$ cat config.mk
export PLATFORM = sky130hd
export DESIGN_NAME = spiker_frame_sequencer
export DESIGN_NICKNAME = d
export VERILOG_FILES = /design/src/rtl/spiker_frame_pkg.sv /design/src/rtl/spiker_frame_buffer.sv /design/src/rtl/spiker_frame_sequencer.sv
export SDC_FILE = /design/constraint.sdc
export NUM_CORES = 2
export LEC_CHECK = 0
export CORE_MARGIN = 3
export CORE_UTILIZATION = 30
export DETAILED_ROUTE_END_ITERATION = 10
export SLEW_MARGIN = 20
export SYNTH_ARGS = -nofsm -noshare
export SYNTH_HDL_FRONTEND = slang
export SYNTH_SLANG_ARGS = --single-unit
$ cat constraint.sdc
create_clock -name clk_i -period 5.21 [get_ports clk_i]
set_input_delay 0.521 -clock clk_i [delete_from_list [all_inputs] [get_ports clk_i]]
set_output_delay 0.521 -clock clk_i [all_outputs]
set_load 0.005 [all_outputs]
$ cat src/rtl/spiker_frame_pkg.sv
// Shared state encoding and sizing helper for the spike frame sequencer.
package spiker_frame_pkg;

    typedef enum logic [1:0] {
        IDLE     = 2'd0,
        STREAM   = 2'd1,
        WAIT_RES = 2'd2
    } state_t;

    function automatic int ceil_div(input int num, input int den);
        return (num + den - 1) / den;
    endfunction

endpackage

$ cat src/rtl/spiker_frame_buffer.sv
// Spike frame storage: word-wide write port, CHUNK_W-wide beat read mux.
// Latency: write commits on the next edge; read is combinational and already reflects a same-cycle write.
// Backpressure: none; the caller gates writes.
module spiker_frame_buffer
    import spiker_frame_pkg::*;
#(
    parameter int WORD_W   = 32,
    parameter int N_SPIKES = 784,
    parameter int CHUNK_W  = 16,
    parameter int ADDR_W   = 5,
    parameter int BEAT_W   = 6
) (
    input  logic               clk_i,
    input  logic               rst_i,
    input  logic               wr_en_i,
    input  logic [ADDR_W-1:0]  wr_addr_i,
    input  logic [WORD_W-1:0]  wr_data_i,
    input  logic [BEAT_W-1:0]  rd_beat_i,
    output logic [CHUNK_W-1:0] rd_dat_o
);

    localparam int N_WORDS = ceil_div(N_SPIKES, WORD_W);
    localparam int N_BEATS = ceil_div(N_SPIKES, CHUNK_W);
    localparam int STORE_W = N_WORDS * WORD_W;
    localparam int FLAT_W  = (N_BEATS * CHUNK_W > STORE_W) ? N_BEATS * CHUNK_W : STORE_W;

    logic [WORD_W-1:0] words [N_WORDS];
    logic [FLAT_W-1:0] flat;

    // Spike positions past N_SPIKES never hold a 1, so padding reads back as 0.
    function automatic logic [WORD_W-1:0] word_mask(input int w);
        logic [WORD_W-1:0] m;
        for (int k = 0; k < WORD_W; k++) begin
            m[k] = ((w * WORD_W + k) < N_SPIKES);
        end
        return m;
    endfunction

    always_ff @(posedge clk_i) begin
        for (int w = 0; w < N_WORDS; w++) begin
            if (rst_i) begin
                words[w] <= '0;
            end else if (wr_en_i && wr_addr_i == ADDR_W'(w)) begin
                words[w] <= wr_data_i & word_mask(w);
            end
        end
    end

    // Forward the in-flight write so a start in the same cycle streams the new word.
    always_comb begin
        flat = '0;
        for (int w = 0; w < N_WORDS; w++) begin
            if (wr_en_i && wr_addr_i == ADDR_W'(w)) begin
                flat[w*WORD_W +: WORD_W] = wr_data_i & word_mask(w);
            end else begin
                flat[w*WORD_W +: WORD_W] = words[w];
            end
        end
    end

    always_comb begin
        rd_dat_o = '0;
        for (int b = 0; b < N_BEATS; b++) begin
            if (rd_beat_i == BEAT_W'(b)) begin
                rd_dat_o = flat[b*CHUNK_W +: CHUNK_W];
            end
        end
    end

endmodule

$ cat src/rtl/spiker_frame_sequencer.sv
// Streams a stored spike frame to the core for N timesteps, then captures the classification result.
// Latency: start -> first valid beat 1 cycle; result strobe -> done/res_o 1 cycle.
// Backpressure: valid/ready on the beat stream; data and last hold while stalled, no bubbles between beats.
module spiker_frame_sequencer
    import spiker_frame_pkg::*;
#(
    parameter int WORD_W   = 32,
    parameter int N_SPIKES = 784,
    parameter int CHUNK_W  = 16,
    parameter int RES_W    = 32,
    parameter int STEP_W   = 8
) (
    input  logic                                               clk_i,
    input  logic                                               rst_i,
    input  logic                                               wr_en_i,
    input  logic [$clog2(ceil_div(N_SPIKES, WORD_W))-1:0]      wr_addr_i,
    input  logic [WORD_W-1:0]                                  wr_data_i,
    input  logic                                               start_i,
    input  logic                                               abort_i,
    input  logic [STEP_W-1:0]                                  timesteps_i,
    output logic                                               busy_o,
    output logic                                               done_o,
    output logic                                               wr_err_o,
    output logic                                               spk_valid_o,
    input  logic                                               spk_ready_i,
    output logic [CHUNK_W-1:0]                                 spk_data_o,
    output logic                                               spk_last_o,
    input  logic                                               res_valid_i,
    input  logic [RES_W-1:0]                                   res_data_i,
    output logic [RES_W-1:0]                                   res_o
);

    localparam int N_WORDS = ceil_div(N_SPIKES, WORD_W);
    localparam int N_BEATS = ceil_div(N_SPIKES, CHUNK_W);
    localparam int ADDR_W  = $clog2(N_WORDS);
    localparam int BEAT_W  = (N_BEATS > 1) ? $clog2(N_BEATS) : 1;

    state_t              state;
    logic [BEAT_W-1:0]   beat_cnt;
    logic [BEAT_W-1:0]   rd_beat;
    logic [STEP_W-1:0]   step_cnt;
    logic [STEP_W-1:0]   steps;
    logic [CHUNK_W-1:0]  rd_dat;
    logic                hs;
    logic                beat_wrap;
    logic                buf_wr_en;

    assign hs         = spk_valid_o && spk_ready_i;
    assign beat_wrap  = (beat_cnt == BEAT_W'(N_BEATS - 1));
    assign buf_wr_en  = wr_en_i && (state == IDLE);
    assign spk_last_o = spk_valid_o && beat_wrap;

    // Index of the beat to present next cycle; the payload register is loaded from it.
    always_comb begin
        rd_beat = beat_cnt;
        if (state == IDLE) begin
            rd_beat = '0;
        end else if (hs) begin
            rd_beat = beat_wrap ? '0 : beat_cnt + 1'b1;
        end
    end

    spiker_frame_buffer #(
        .WORD_W   (WORD_W),
        .N_SPIKES (N_SPIKES),
        .CHUNK_W  (CHUNK_W),
        .ADDR_W   (ADDR_W),
        .BEAT_W   (BEAT_W)
    ) u_buf (
        .clk_i     (clk_i),
        .rst_i     (rst_i),
        .wr_en_i   (buf_wr_en),
        .wr_addr_i (wr_addr_i),
        .wr_data_i (wr_data_i),
        .rd_beat_i (rd_beat),
        .rd_dat_o  (rd_dat)
    );

    always_ff @(posedge clk_i) begin
        if (rst_i) begin
            state       <= IDLE;
            beat_cnt    <= '0;
            step_cnt    <= '0;
            steps       <= '0;
            busy_o      <= 1'b0;
            done_o      <= 1'b0;
            wr_err_o    <= 1'b0;
            spk_valid_o <= 1'b0;
            spk_data_o  <= '0;
            res_o       <= '0;
        end else begin
            done_o   <= 1'b0;
            wr_err_o <= wr_en_i && (state != IDLE);
            case (state)
                IDLE: begin
                    if (start_i) begin
                        state       <= STREAM;
                        steps       <= (timesteps_i == '0) ? STEP_W'(1) : timesteps_i;
                        beat_cnt    <= '0;
                        step_cnt    <= '0;
                        busy_o      <= 1'b1;
                        spk_valid_o <= 1'b1;
                        spk_data_o  <= rd_dat;
                    end
                end
                STREAM: begin
                    if (abort_i) begin
                        state       <= IDLE;
                        busy_o      <= 1'b0;
                        spk_valid_o <= 1'b0;
                        spk_data_o  <= '0;
                    end else if (hs) begin
                        beat_cnt   <= rd_beat;
                        spk_data_o <= rd_dat;
                        if (beat_wrap) begin
                            if (step_cnt == steps - 1'b1) begin
                                state       <= WAIT_RES;
                                spk_valid_o <= 1'b0;
                                spk_data_o  <= '0;
                            end else begin
                                step_cnt <= step_cnt + 1'b1;
                            end
                        end
                    end
                end
                WAIT_RES: begin
                    if (abort_i) begin
                        state  <= IDLE;
                        busy_o <= 1'b0;
                    end else if (res_valid_i) begin
                        state  <= IDLE;
                        busy_o <= 1'b0;
                        done_o <= 1'b1;
                        res_o  <= res_data_i;
                    end
                end
                default: begin
                    state       <= IDLE;
                    busy_o      <= 1'b0;
                    spk_valid_o <= 1'b0;
                end
            endcase
        end
    end

endmodule

==> metrics.log <==
[metrics] total wirelength of the detailed-routed design: between 200000 and 250000 µm
[metrics] combinational power share: between 7 and 8%
[metrics] area of placed instances: 54900 µm²
[metrics] total DRC errors in the routed layout: 0
[metrics] multiplexer share of the synthesized area: around 11%
[metrics] DR iter-0 viols: 6395
[metrics] total global routing track utilization: a little under a quarter
[metrics] layout cell share with drive strength beyond 1: between 10% and 20%
[metrics] Post-DRT Antenna Nets: 0
[metrics] pin count of the biggest net entering global routing: about 100
[metrics] TNS Setup: 0 ns
[metrics] Critical Path Start: beat_cnt[0]
[metrics] clock tree from TritonCTS: yes
[metrics] worst-path maximum fanout: 29
[metrics] number of antenna violations at the first check in global routing: 12
[metrics] via count of the first global-routing pass: around 40000
[metrics] ports placed on the boundary: roughly 140
[metrics] number of enable flip-flop cells after synthesis: a little under 800
[metrics] register area share after synthesis: 50.0%
[metrics] stage delay of the slowest cell on the critical path: around 0.88 ns
[metrics] standby leakage power: about 24 nW
[metrics] fraction of the mapped netlist area in simple logic gates: a little over a fifth
[metrics] final weighted congestion in routability-driven placement: 0.993
[metrics] Wirelength per Cell: around 28 µm
[metrics] ordered cell list for the critical path: buf_4 -> inv_1 -> ha_1 -> nand4b_1 -> o31ai_1 -> nor2_2 -> buf_12 -> nor4_2 -> buf_12 -> nand3_1 -> o2111ai_1 -> o2111ai_1 -> nand3b_1 -> a2111oi_1 -> a21oi_1
[metrics] total power: about 0.016 W
[metrics] final hold viol count: 0
[metrics] net switching power: roughly 0.0040 W
[metrics] Synth Area in XOR/XNOR: less than 1%
[metrics] maximum clock skew at final layout: about 0.033 ns
[metrics] post-synthesis sequential element count: 860
[metrics] CTS buffer count: between 90 and 100
[metrics] Period minus WS final: roughly 5.2 ns
[metrics] sequential standard cell area: 25100 µm²
[metrics] via count: between 40000 and 50000
[metrics] worst reg2reg path depth: 15
[metrics] WS Path Type: reg -> reg
[metrics] share of flip-flops with an asynchronous set or reset after synthesis: 0%
[metrics] per-cell via count in the routed design: 5.84
[metrics] hold path startpoint: res_data_i[7]
[metrics] Post-Syn Area per Cell: ~9.9 µm²
[metrics] Max rail drop VDD: about 0.00024 V
[metrics] Bufs on Longest Clock Path: 3
[metrics] proportion of power drawn by the clock network: around 44%
[metrics] RSZ-0062 raised after global routing: false
[metrics] router iterations before antenna repair: 6
[metrics] type of destination of the critical path: flip-flop
[metrics] Max-slew headroom: between 15 and 20%
[metrics] achievable frequency: between 150 and 200 MHz
[metrics] die width: around 410 µm
[metrics] number of input and output port buffers inserted: 136
[metrics] Post-Route Hold Slack: approximately 0.35 ns
[metrics] HP Class: in -> reg
[metrics] number of instances in the synthesized netlist: just over 5000
[metrics] Switching Fraction: about 25%
[metrics] CP max-delay cell: a2111oi_1
[metrics] max-slew violation count: 0
[metrics] hold endpoint: res_o[7]
[metrics] run status: finished clean
[metrics] share of the clock period used by the worst path: 99.6%
[metrics] internal reg-to-reg setup slack: around 0.022 ns
[metrics] Int Pwr: around 0.012 W
[metrics] sinks on the clock net: 860
[metrics] CP required: approximately 5.8 ns
[metrics] nets in the synthesized netlist: 5149
[metrics] full die area: approximately 170000 µm²
[metrics] instance count along the most critical hold path: 3
[metrics] reg2reg end: spk_data_o[8]
[metrics] clock transition at the register clock pins on the worst setup and hold paths after CTS: 0.06 ns
[metrics] startpoint of the lowest-slack register-to-register path: beat_cnt[0]
[metrics] netlist area before placement: roughly 50000 µm²
[metrics] crit path launch type: flip-flop
[metrics] actual slew at the worst max-slew pin: approximately 1.2 ns
[metrics] Max H-tree Level: 3
[metrics] Synth Area in Adders: less than 1%
[metrics] worst path bufs/invs: 4
[metrics] Final setup viols: 0
[metrics] distinct cell type count of the synthesized netlist: 92
[metrics] pwr dens: about 280 nW/µm²
[metrics] Die Span Y: about 410 µm
[metrics] max-cap violations: 0
[metrics] sequential power share: a little under 50%
[metrics] Detail Placement HPWL: around 140000 µm
[metrics] first-pass GRT wire length: between 200000 and 300000 µm
[metrics] synthesis warning total: 0
[metrics] Final #Nets: roughly 5200
[metrics] # fillers: 16410
[metrics] initial standard-cell utilization of the core: 30.3%
[metrics] Area Growth Syn to Fin: 15.9%
[metrics] Crit path arrival time: about 5.8 ns
[metrics] worst skew pair latency: between 0.7 and 0.8 ns
[metrics] combinational family with the most area after synthesis: simple AND/OR/NAND/NOR gates
[metrics] GRT overflow: 0
[metrics] CTS root buf: clkbuf_16
[metrics] Worst path top cell family by delay: compound AO/OA/AOI/OAI gates
[metrics] count of standard-cell rows: approximately 150
[metrics] final std cell area, no fill: just under 60000 µm²
[metrics] area fraction in compound gates after synthesis: 12.9%
[metrics] Most used DFF post-synth: edfxtp_1
[metrics] core outline area: 165000 µm²
[metrics] area of combinational cells with multiple inputs: around 23000 µm²
==> routing by layer <==
| metal | vias to the layer above | GRT usage [%] | part of all wire [%] |
|---|---|---|---|
| li1 | 18578 | - | - |
| met1 | 21249 | 32.1 | 41 |
| met2 | 2683 | 34.4 | 43 |
| met3 | 403 | 4.09 | 10 |
| met4 | 6 | 10.9 | 5.0 |
| met5 | - | 0 | 0.019 |
==> timing repair <==
item                       CTS  global route
hold buffers                 0             0
setup endpoints to repair    0             2
resized for setup            0             3
buffers inserted             0             0
hold endpoints to repair     0             0
==> final cells by class <==
class / instances / share of cell area, %
Tap cell: 2189 / 4.72
Clock inverter: 47 / 0.836
Inverter: 8 / 0.0603
Timing Repair Buffer: 464 / 6.96
Multi-Input combinational cell: 3636 / 39.7
Clock buffer: 133 / 4.57
Antenna cell: 6 / 0.0259
Sequential cell: 860 / 43.2
==> power by group through the flow <==
stage                     Clock, W  Combinational, W  Sequential, W
after floorplan                  0          0.000602        0.00794
after global placement           0           0.00119        0.00798
after detailed placement         0           0.00119        0.00798
after CTS                  0.00706           0.00120        0.00784
after global routing       0.00734           0.00127        0.00786
final                      0.00700           0.00122        0.00784
==> stage by stage <==
step / instances / util [%] / setup slack, ns
floorplan: 5061 / - / 1.59
detailed placement: 7157 / 33.2 / 0.0239
finish: 7343 / 35.1 / 0.0223
global placement: 7157 / 33.2 / -0.174
global route: 7340 / 35.1 / 0.0172
CTS: 7337 / 35.1 / 0.212
==> worst max path at each step <==
stage               endpoint  slack (ns)  depth (start not counted)
6_report       spk_data_o[8]        0.02                         15
5_1_grt        spk_data_o[8]        0.02                         15
4_1_cts        spk_data_o[8]        0.21                         15
3_5_place_dp   spk_data_o[8]        0.02                         14
3_3_place_gp   spk_data_o[8]       -0.17                         14
2_1_floorplan  spk_data_o[8]        1.59                         14
==> kinds of logic (layout without fill, tap and decap cells) <==
logic type / count (synthesis) / count (layout)
buffers and inverters: 565 / 652
multiplexers: 544 / 544
XOR/XNOR: 17 / 17
adder cells (fa/ha/maj): 4 / 4
AO/OA/AOI/OAI: 1030 / 1030
flip-flops: 860 / 860
other: 0 / 6
AND/OR/NAND/NOR: 2041 / 2041
==> placed cells by master (no fill, tap or decap), types with 15 or more instances in the layout <==
cell type / instances
clkinv_1: 15
nor3_2: 16
clkbuf_16: 100
nand4_1: 40
a21oi_1: 254
a221oi_1: 23
a211oi_1: 34
nor3_1: 40
a31oi_1: 124
clkbuf_1: 30
nand2b_1: 15
a22oi_1: 17
dfxtp_1: 76
o22ai_1: 99
buf_4: 299
a211o_1: 16
nor4_1: 34
o21ai_0: 266
nor4_2: 17
nand2_1: 703
mux2i_1: 463
o2111ai_1: 23
nor2_1: 160
and3_1: 248
and2_1: 529
buf_2: 31
o211ai_1: 26
clkdlybuf4s50_1: 104
buf_12: 30
nand3_1: 154
mux2_2: 81
edfxtp_1: 784
==> cells in the mapped netlist (all sizes together) (56+ instances only) <==
cell type    n  area share (%)
mux2i      463             9.3
clkbuf     453             3.4
o22ai       99             1.2
edfxtp     784              47
mux2        81             1.8
and3       251             3.1
buf        104            0.99
o21ai      272             2.7
nor2       164             1.2
nor3        56            0.64
nor4        56            0.97
a31oi      125             1.6
nand2      706             5.3
dfxtp       76             3.0
a21oi      255             2.6
and2       530             6.6
nand3      166             1.7
==> worst min-delay path, cell delays in order <==
cell             delay (ns)
clkdlybuf4s50_1        0.40
nand2_1                0.06
a21oi_1                0.05
==> sequential cells by signal, summed over array words and instances (netlist names) <==
signal / flops
beat_cnt: 6
busy_o: 1
done_o: 1
res_o: 32
spk_data_o: 16
spk_valid_o: 1
state: 2
step_cnt: 8
steps: 8
u_buf.words: 784
wr_err_o: 1
No activity file was read; power rests on OpenSTA's default activity.
